==> config.mk <==
export PLATFORM = sky130hd
export DESIGN_NAME = prm_obstacle_scan
export DESIGN_NICKNAME = d
export VERILOG_FILES = /design/src/rtl/prm_obstacle_scan.sv
export SDC_FILE = /design/constraint.sdc
export NUM_CORES = 1
export LEC_CHECK = 0
export CAP_MARGIN = 20
export CELL_PAD_IN_SITES_DETAIL_PLACEMENT = 1
export CELL_PAD_IN_SITES_GLOBAL_PLACEMENT = 1
export CORE_ASPECT_RATIO = 0.6
export CORE_MARGIN = 8
export CORE_UTILIZATION = 35
export DETAILED_ROUTE_END_ITERATION = 16
export PLACE_DENSITY = 0.79
export SYNTH_ARGS = -nofsm -noshare
export SYNTH_HDL_FRONTEND = slang
export SYNTH_SLANG_ARGS = --single-unit
export TNS_END_PERCENT = 5
==> constraint.sdc <==
create_clock -name clk -period 2.14 [get_ports clk]
set_input_delay 0.642 -clock clk [delete_from_list [all_inputs] [get_ports clk]]
set_output_delay 0.642 -clock clk [all_outputs]
set_load 0.01 [all_outputs]
==> src/rtl/prm_obstacle_scan.sv <==
// ---------------------------------------------------------------------------
// prm_obstacle_scan
//
// Streams the obstacle/edge codes of one frame (one PRM edge query) into an
// external combinational collision checker and summarises the frame.
//
// Each accepted code is registered onto chk_code. The checker's edge mask is
// sampled in the following cycle. Per frame the block keeps three results:
// the number of evaluated obstacles, the number of hits, and a blocked flag.
// The result is held on res_* until the downstream side accepts it.
//
// Optional build macro: EARLY_EXIT_EN
//   When defined, the first hit ends the evaluation of the frame. The result
//   is presented immediately. Any codes of that frame still to arrive are
//   then accepted and discarded in the FLUSH state.
//
// Ports
//   clk, rst_n       clock, asynchronous active-low reset
//   obs_valid/ready  obstacle-code handshake
//   obs_code[14:0]   obstacle/edge vector (bit0 = A ... bit14 = O)
//   obs_last         marks the final code of the frame
//   chk_code[14:0]   registered vector driving checker inputs A..O
//   chk_mask         checker edge_mask for chk_code (combinational return)
//   res_valid/ready  frame-result handshake
//   res_blocked      at least one evaluated obstacle hit
//   res_hits         saturating hit count
//   res_obs          saturating evaluated-obstacle count
// ---------------------------------------------------------------------------
module prm_obstacle_scan #(
  parameter int CNT_W = 8
) (
  input  logic             clk,
  input  logic             rst_n,
  input  logic             obs_valid,
  output logic             obs_ready,
  input  logic [14:0]      obs_code,
  input  logic             obs_last,
  output logic [14:0]      chk_code,
  input  logic             chk_mask,
  output logic             res_valid,
  input  logic             res_ready,
  output logic             res_blocked,
  output logic [CNT_W-1:0] res_hits,
  output logic [CNT_W-1:0] res_obs
);

`ifdef EARLY_EXIT_EN
  typedef enum logic [1:0] {SCAN = 2'd0, RESULT = 2'd1, FLUSH = 2'd2} state_t;
`else
  typedef enum logic [0:0] {SCAN = 1'b0, RESULT = 1'b1} state_t;
`endif

  localparam logic [CNT_W-1:0] CNT_MAX = '1;
  localparam logic [CNT_W-1:0] CNT_ONE = {{(CNT_W-1){1'b0}}, 1'b1};

  state_t           state;
  logic             s1_valid;
  logic             s1_last;
  logic             blocked;
  logic [CNT_W-1:0] hit_cnt;
  logic [CNT_W-1:0] obs_cnt;
  logic             accept;
  logic             frame_done;
`ifdef EARLY_EXIT_EN
  logic             exit_last;   // the sample that ended the frame also had obs_last
`endif

  // NOTE: every signal assigned in always_comb gets a default first. Without
  // the default, a path that leaves a signal unassigned infers a latch.
  always_comb begin
    obs_ready = 1'b0;
    if (rst_n) begin
      case (state)
        SCAN: begin
          // Stop taking codes once the frame's last code is waiting to be
          // sampled. This keeps the next frame out of the counters.
          obs_ready = !(s1_valid && s1_last);
`ifdef EARLY_EXIT_EN
          if (s1_valid && chk_mask) obs_ready = 1'b0;
`endif
        end
`ifdef EARLY_EXIT_EN
        FLUSH:   obs_ready = 1'b1;
`endif
        default: obs_ready = 1'b0;
      endcase
    end
  end

  assign accept = obs_valid && obs_ready;

  always_comb begin
    frame_done = s1_valid && s1_last;
`ifdef EARLY_EXIT_EN
    if (s1_valid && chk_mask) frame_done = 1'b1;
`endif
  end

  // NOTE: state is updated with non-blocking assignments only. Every flop
  // then sees the values from before the edge, whatever the statement order.
  always_ff @(posedge clk or negedge rst_n) begin
    if (!rst_n) begin
      state     <= SCAN;
      chk_code  <= '0;
      s1_valid  <= 1'b0;
      s1_last   <= 1'b0;
      blocked   <= 1'b0;
      hit_cnt   <= '0;
      obs_cnt   <= '0;
      res_valid <= 1'b0;
`ifdef EARLY_EXIT_EN
      exit_last <= 1'b0;
`endif
    end else begin
      s1_valid <= 1'b0;
      case (state)
        SCAN: begin
          if (accept) begin
            chk_code <= obs_code;
            s1_valid <= 1'b1;
            s1_last  <= obs_last;
          end
          if (s1_valid) begin
            // Counters saturate. The blocked flag stays exact after saturation.
            if (obs_cnt != CNT_MAX) obs_cnt <= obs_cnt + CNT_ONE;
            if (chk_mask && hit_cnt != CNT_MAX) hit_cnt <= hit_cnt + CNT_ONE;
            blocked <= blocked | chk_mask;
            if (frame_done) begin
              state     <= RESULT;
              res_valid <= 1'b1;
`ifdef EARLY_EXIT_EN
              exit_last <= s1_last;
`endif
            end
          end
        end
        RESULT: begin
          if (res_ready) begin
            obs_cnt   <= '0;
            hit_cnt   <= '0;
            blocked   <= 1'b0;
            res_valid <= 1'b0;
            state     <= SCAN;
`ifdef EARLY_EXIT_EN
            // The frame ended early on a hit. Its remaining codes still have
            // to be drained before the next frame starts.
            if (!exit_last) state <= FLUSH;
`endif
          end
        end
`ifdef EARLY_EXIT_EN
        FLUSH: begin
          if (accept && obs_last) state <= SCAN;
        end
`endif
        default: state <= SCAN;
      endcase
    end
  end

  assign res_blocked = blocked;
  assign res_hits    = hit_cnt;
  assign res_obs     = obs_cnt;

endmodule

## Yosys cells after proc, flatten, opt, wreduce, memory -nomap -nowiden

Cells that the tools add are included.

| operators by class | value |
|---|---|
| add/subtract/negate cells | 2 |
| equal/unequal tests | 7 |
| mux-type cells | 21 |
| bitwise operators | 2 |
| reduce and logical (&&, ||, !) cells | 9 |

Operator list:

| kind | number |
|---|---|
| $mux W8 | 5 |
| $pmux W8 S2 | 2 |
| $add A8 B1 Y8 const B | 2 |
| $ne A8 B8 Y1 const B | 2 |
| $mux W1 | 11 |
| $ne A2 B2 Y1 const B | 5 |
| $reduce_and A3 Y1 | 3 |
| $pmux W1 S2 | 3 |
| $reduce_and A2 Y1 | 2 |
| $logic_and A1 B1 Y1 | 3 |
| $logic_not A1 Y1 | 1 |
| $not A1 Y1 | 1 |
| $or A1 B1 Y1 | 1 |

| storage, ports and cells | value |
|---|---|
| register bits | 36 |
| input port bits | 21 |
| output and inout bits | 34 |
| logic and storage cells | 49 |

## Depth between registers and ports, before layout

Gate-level depths: netlist of run 1.

| depth | value |
|---|---|
| depth in word-level cells | 7 |
| mapped depth | 5 |
| gate-level depth less buffers | 5 |

## Worst setup path before layout of run 1

No wires, ideal clock.

| timing | value |
|---|---|
| kind | reg-to-reg |
| start point | register hit_cnt[0] (netlist: res_hits[0]) |
| end point | register hit_cnt[5] (netlist: res_hits[5]) |
| setup time | 0.121 ns |
| arrival time | 1.574 ns |
| data required time | 2.019 ns |
| path slack | 0.445 ns |
| cell stages (with the launch flop) | 6 |
| path buffers | 0 |
| period minus slack after synthesis | 1.695 ns |
| cells stage by stage | dfrtp_1 ha_1 and3_1 a2111oi_4 o22ai_1 a22o_1 |

| on the way | value |
|---|---|
| longest elaborated chain between the ends | 4 |

Ends and longest elaborated chain:

| item | line | RTL |
|---|---|---|
| start, declared | 60 | `logic [CNT_W-1:0] hit_cnt;` |
| start signal, assigned | 126 | `if (chk_mask && hit_cnt != CNT_MAX) hit_cnt <= hit_cnt + CNT_ONE;` |
| $add A8 B1 Y8 or $ne A8 B8 Y1 (tied branches) | 126 |  |
| $mux W8 or $logic_and A1 B1 Y1 (tied branches) | 126 |  |
| $mux W8 or $ne A2 B2 Y1 (tied branches) | n/a |  |
| $pmux W8 S2 or $reduce_and A3 Y1 (tied branches) | n/a |  |

Parallel ways exist; a longest one is shown, timed or not. The select of a mux whose other input is x is not followed.
A chain may end at the register's enable or synchronous reset.

## Final worst setup path of run 1

| timing | value |
|---|---|
| start point | register hit_cnt[2] (netlist: res_hits[2]) |
| end point | output res_hits[2] |

RTL lines:

| item | line | RTL |
|---|---|---|
| end, declared | 43 | `output logic [CNT_W-1:0] res_hits,` |

No word-level cell between the ends.

==> impl_metrics.tcl, run 1 <==
set metrics [dict create \
    finalSetupViolCount 0 \
    drc 0 \
    synth-seq-cells 36 \
    fin_ws_ps 119.2 \
    cp_max_fo 8 \
    finalCritPeriodShare_pct 94.43 \
    pin_count 55 \
    synth_top_area_share_pct 53.14 \
    synth_seq_area_share_pct 53.14 \
    powerDensity_nw_per_um2 1005 \
    routed.top_layer "met4" \
    max-cap-violations 0 \
    fmax_mhz 494.9 \
    wl_met2_um 2405 \
    critPathTopFamily "buffers and inverters" \
    worstSetupStartpointType "flip-flop" \
    yosysWarnings 0 \
    combinationalPowerShare_pct 36.9 \
    htreeDepth 2 \
    nNetsFinal 227 \
    switching_share_pct 32.34 \
    root_buffer "clkbuf_8" \
    cts_made_buffers 5 \
    wl_um 4797 \
    drt-met1-wl_um 2035 \
    p_int_w 0.001640 \
    power.switching_w 0.0007838 \
    synth_area_um2 1695 \
    synthTopCellsByArea "dfrtp_1, mux2_2, mux2i_1" \
    clk-insertion-delay-late_ps 290 \
    vias 1366 \
    core_um2 4612 \
    antenna_found_initial 0 \
    first_iter_violations 44 \
    place_congestion 0.8158 \
    fin_crit_ps 2021 \
    diodes 0 \
    maxSlewViolCount 0 \
    cts_resized 1 \
    cts_tree "yes" \
    finalHoldViolations 0 \
    p_leak_nw 1.002 \
    syn_avg_cell_area_um2 11.94 \
    crit_type "reg -> out" \
    dr_wl_met3_um 301 \
    power_frac_seq_pct 42.5 \
    die_h_um 69.91 \
    row_count 19 \
    viasPerCell 5.097 \
    clockBufferDepth 2 \
    reg2reg_setup_slack_ps 310 \
    synth-edff-count 0 \
    port_buffers 54 \
    postRouteAntennaNets 0 \
    synth_cell_types 43 \
    maxSlewHeadroom_pct 69.35 \
    worstPathCellList "clkdlybuf4s50_1" \
    rsz0062_at_grt "no" \
    first_pass_iters 4 \
    reg2reg_depth 5 \
    area_delta_synth_final_pct 42.21 \
    finClkSkew_ps 6.857 \
    clock-sinks 36 \
    ys_async_sr_fraction_pct 100.0 \
    r2r_start "res_hits[0]" \
    post_drt_wl_per_cell_um 17.90 \
    status "finished, final reports clean" \
    tightestPinTransition_ps 459.7 \
    slowest_stage "clkdlybuf4s50_1" \
    track_usage_pct 13.67 \
    die_area_um2 7400 \
    grt_pass1_vias 1531 \
    clk_pin_slew_ps 70 \
    dp_hpwl_um 3724 \
    start_util_pct 36.76 \
    clockPowerShare_pct 20.5 \
    ys.flop_type "dfrtp_1" \
    r2r-end "res_hits[5]" \
    ir_drop_v 0.0005200 \
    post-place-ws_ps -66.84 \
    grt_pass1_wl_um 8045 \
    endpoint_kind "output pin" \
    syn-instance-count 142 \
    post_cts_buffers 0 \
    drive_above_1_share_pct 17.07 \
    synth_area_leader_cell "dfrtp_1" \
    crit_buf_inv 1 \
    fp.dieW_um 105.9 \
    max_stage_delay_ps 600 \
    synth_nets 165 \
    hold_class "in -> async" \
    cts_hold_buffers 0 \
    fin_hold_ws_ps 436.7 \
    grt_max_degree 37 \
    crit_required_ps 1500 \
    worst_ep_arrival_time_ps 1380 \
    overflow 0 \
]
==> power groups by stage <==
| stage | combinational, W | sequential [W] | clock (W) |
|---|---|---|---|
| 2_1_floorplan | 0.000320 | 0.00109 | 0 |
| 3_3_place_gp | 0.000876 | 0.00102 | 0 |
| 3_5_place_dp | 0.000915 | 0.00104 | 0 |
| 4_1_cts | 0.000915 | 0.00103 | 0.000520 |
| 5_1_grt | 0.000983 | 0.00106 | 0.000548 |
| 6_report | 0.000895 | 0.00103 | 0.000497 |
==> sequential cells by signal (all words and copies together) (netlist names) <==
| signal | count |
|---|---|
| res_blocked | 1 |
| res_valid | 1 |
| s1_valid | 1 |
| res_obs | 8 |
| s1_last | 1 |
| res_hits | 8 |
| state | 1 |
| chk_code | 15 |
==> logic make-up (layout without fill, tap and decap cells) <==
| kind of cell | Yosys count | after routing | share of synthesized area (%) |
|---|---|---|---|
| AO/OA/AOI/OAI | 26 | 26 | 12.10 |
| AND/OR/NAND/NOR | 44 | 44 | 14.02 |
| flip-flops | 36 | 36 | 53.14 |
| adder cells (fa/ha/maj) | 2 | 2 | 1.476 |
| multiplexers | 23 | 23 | 15.06 |
| buffers and inverters | 7 | 70 | 2.140 |
| XOR/XNOR | 4 | 4 | 2.066 |
==> per-layer routing <==
metal  GRT usage [%]  vias to the layer above
li1                -                      646
met1           15.35                      684
met2           23.20                       31
met3           5.037                        5
met4           5.116                        0
met5               0                        -
==> synthesized netlist by cell type, drive strengths merged, types with 3 or more instances <==
| cell | instances |
|---|---|
| o22ai | 5 |
| dfrtp | 36 |
| mux2 | 17 |
| nand3 | 4 |
| o21ai | 4 |
| mux2i | 6 |
| a21oi | 5 |
| buf | 3 |
| xor2 | 4 |
| nand2 | 14 |
| nor2 | 6 |
| inv | 3 |
==> cell usage in the layout (no fill, tap or decap), types with 5 or more instances in the layout <==
| cell type | count |
|---|---|
| mux2_2 | 16 |
| mux2i_1 | 6 |
| clkdlybuf4s50_1 | 52 |
| nand2_1 | 13 |
| o22ai_1 | 5 |
| clkbuf_8 | 6 |
| dfrtp_1 | 36 |
| buf_4 | 5 |
| nor2_1 | 6 |
==> through the flow <==
stage          cell area [µm²]  utilization, %  std cells  TNS, ps  power, W
3_3_place_gp              2322           50.35        260   -82.11  0.001893
4_1_cts                   2411           52.28        268        0  0.002466
5_1_grt                   2411           52.28        268        0  0.002592
2_1_floorplan             1695               -        142        0  0.001412
6_report                  2411           52.28        268        0  0.002423
3_5_place_dp              2322           50.35        260   -97.12  0.001955
==> worst max path at each step <==
stage	start	to	slack, ps	depth (start not counted)
floorplan	res_hits[0]	res_hits[5]	440	5
global placement	rst_n	obs_ready	-80	3
detailed placement	rst_n	obs_ready	-70	3
CTS	res_hits[2]	res_hits[2]	110	1
global route	res_hits[2]	res_hits[2]	80	1
finish	res_hits[2]	res_hits[2]	120	1
==> cell type report <==
cell class	instances	area (µm²)
Clock buffer	8	90.09
Inverter	3	11.26
Sequential cell	36	900.9
Fill cell	513	2201
Multi-Input combinational cell	99	758.2
Timing Repair Buffer	59	571.8
Tap cell	63	78.83
Note: power is estimated with default switching activity, not from simulation.
==> run 2, diff against run 1 <==
==> constraint.sdc (replaced) <==
create_clock -name clk -period 2.14 [get_ports clk]
set_input_delay 0.642 -clock clk [delete_from_list [all_inputs] [get_ports clk]]
set_output_delay 0.642 -clock clk [all_outputs]
set_load 0.05 [all_outputs]
==> run 2 against run 1 <==
Compared with the run above:
- power up 24%
- non-clock buffer count unchanged
- clock-buffer cell count down 2
- sequential share of layout area up 0.85 points
- routed wire length up 2.7%
- core utilization down 1.2 points
- register-to-register slack about the same
- die area unchanged
- clock power up 18%
- flip-flop and latch count unchanged
- global-route usage up 0.074 points
- final area down 2.2%
- largest cell class unchanged
==> impl_metrics.tcl, run 2 (same netlist as run 1, synthesis figures left out) <==
set metrics [dict create \
    fin_crit_ps 2010 \
    diodes 0 \
    track_usage_pct 13.75 \
    vias 1432 \
    overflow 0 \
    postRouteAntennaNets 0 \
    clk-insertion-delay-late_ps 280 \
    fin_tns_setup_ps 0 \
    htreeDepth 2 \
    post_cts_buffers 0 \
    crit_buf_inv 1 \
    max_stage_delay_ps 470 \
    final_cell_mix "buf_4, dfrtp_1, clkdlybuf4s50_1" \
    crit_required_ps 1500 \
    fp.dieW_um 105.9 \
    area_delta_synth_final_pct 39.04 \
    first_iter_violations 69 \
    wl_um 4927 \
    cp_max_fo 7 \
    max-cap-violations 0 \
    clk_pin_slew_ps 70 \
    row_count 19 \
    start_util_pct 36.76 \
    pin_count 55 \
    power_w 0.002999 \
    dpl_cell_area_um2 2250 \
    port_buffers 54 \
    slowest_stage "dfrtp_1" \
    drive_above_1_share_pct 34.15 \
    die_h_um 69.91 \
    reg2reg_depth 5 \
    r2r_start "res_hits[0]" \
    reg2reg_setup_slack_ps 320 \
    cts_made_buffers 5 \
    finalCritPeriodShare_pct 93.91 \
    maxSlewHeadroom_pct 68.92 \
    fin_hold_ws_ps 436.8 \
    drc 0 \
    core_um2 4612 \
    finClkSkew_ps 2.635 \
    first_pass_iters 4 \
    fmax_mhz 497.6 \
    cts_hold_buffers 0 \
    critPathTopFamily "flip-flops" \
    antenna_found_initial 0 \
    fin_util_pct 51.11 \
    status "finished, final reports clean" \
    grt_use_met1_pct 15.52 \
    post_drt_wl_per_cell_um 18.38 \
    endpoint_kind "output pin" \
    root_buffer "clkbuf_8" \
    top_register "chk_code" \
    fill_cells 503 \
    nNetsFinal 227 \
    gr-usage-met3_pct 5.861 \
    cts_resized 0 \
    r2r-end "res_hits[5]" \
    fin_area_um2 2357 \
    grt_pass1_vias 1490 \
    met2_usage_pct 22.31 \
    final_common_cell "buf_4" \
    worstSetupStartpointType "flip-flop" \
    worstPathCellList "nand2_1 > and3b_1 > buf_12" \
    powerDensity_nw_per_um2 1272 \
    p_leak_nw 1.055 \
    largest_reg_flops 15 \
    die_area_um2 7400 \
    place_congestion 0.8494 \
    ir_drop_v 0.0006098 \
    cts_tree "yes" \
    hold_class "in -> async" \
    clock-sinks 36 \
    finalHoldViolations 0 \
    maxSlewViolCount 0 \
    gr-max-usage-layer "met2" \
    crit_type "reg -> out" \
    viasPerCell 5.343 \
    dp_hpwl_um 3874 \
    clockBufferDepth 2 \
    grt_pass1_wl_um 8059 \
    rsz0062_at_grt "no" \
    tightestPinTransition_ps 466.1 \
    grt_max_degree 37 \
    worst_ep_arrival_time_ps 1370 \
    finalSetupViolCount 0 \
]
-- run 2: metrics by stage --
stage          setup WS, ps  instances
2_1_floorplan         219.1        142
3_3_place_gp          73.64        260
3_5_place_dp          35.95        260
4_1_cts               105.8        268
5_1_grt               37.41        268
6_report              130.3        268
-- run 2: cell type report --
class	count	area, µm²	area share (%)
flip-flops and latches	36	900.9	38.22
multi-input cells	99	758.2	32.17
repair buffers	59	500.5	21.23
well taps	63	78.83	3.344
clock buffers	6	72.57	3.079
clock inverters	2	35.03	1.486
inverters	3	11.26	0.4777
-- run 2: how the worst max path moves through the flow --
stage / startpoint / to / slack, ps / depth (start not counted)
2_1_floorplan: res_hits[0] / res_hits[5] / 220 / 5
3_3_place_gp: chk_mask / res_hits[5] / 70 / 5
3_5_place_dp: chk_mask / res_hits[5] / 40 / 5
4_1_cts: s1_valid / obs_ready / 110 / 3
5_1_grt: s1_valid / obs_ready / 40 / 3
6_report: s1_valid / obs_ready / 130 / 3
-- run 2: power breakdown --
part / leakage [nW] / internal, W / switching (W)
logic: 0.557 / 0.000464 / 0.000911
clock network: 0.0552 / 0.000346 / 0.000238
registers: 0.444 / 0.000861 / 0.000179
total: 1.06 / 0.00167 / 0.00133
-- run 2: routing by layer --
metal  vias up  wire (µm)
met5         -          0
met4         0         93
met3         9        339
met2        49       2492
met1       728       2001
li1        646          -
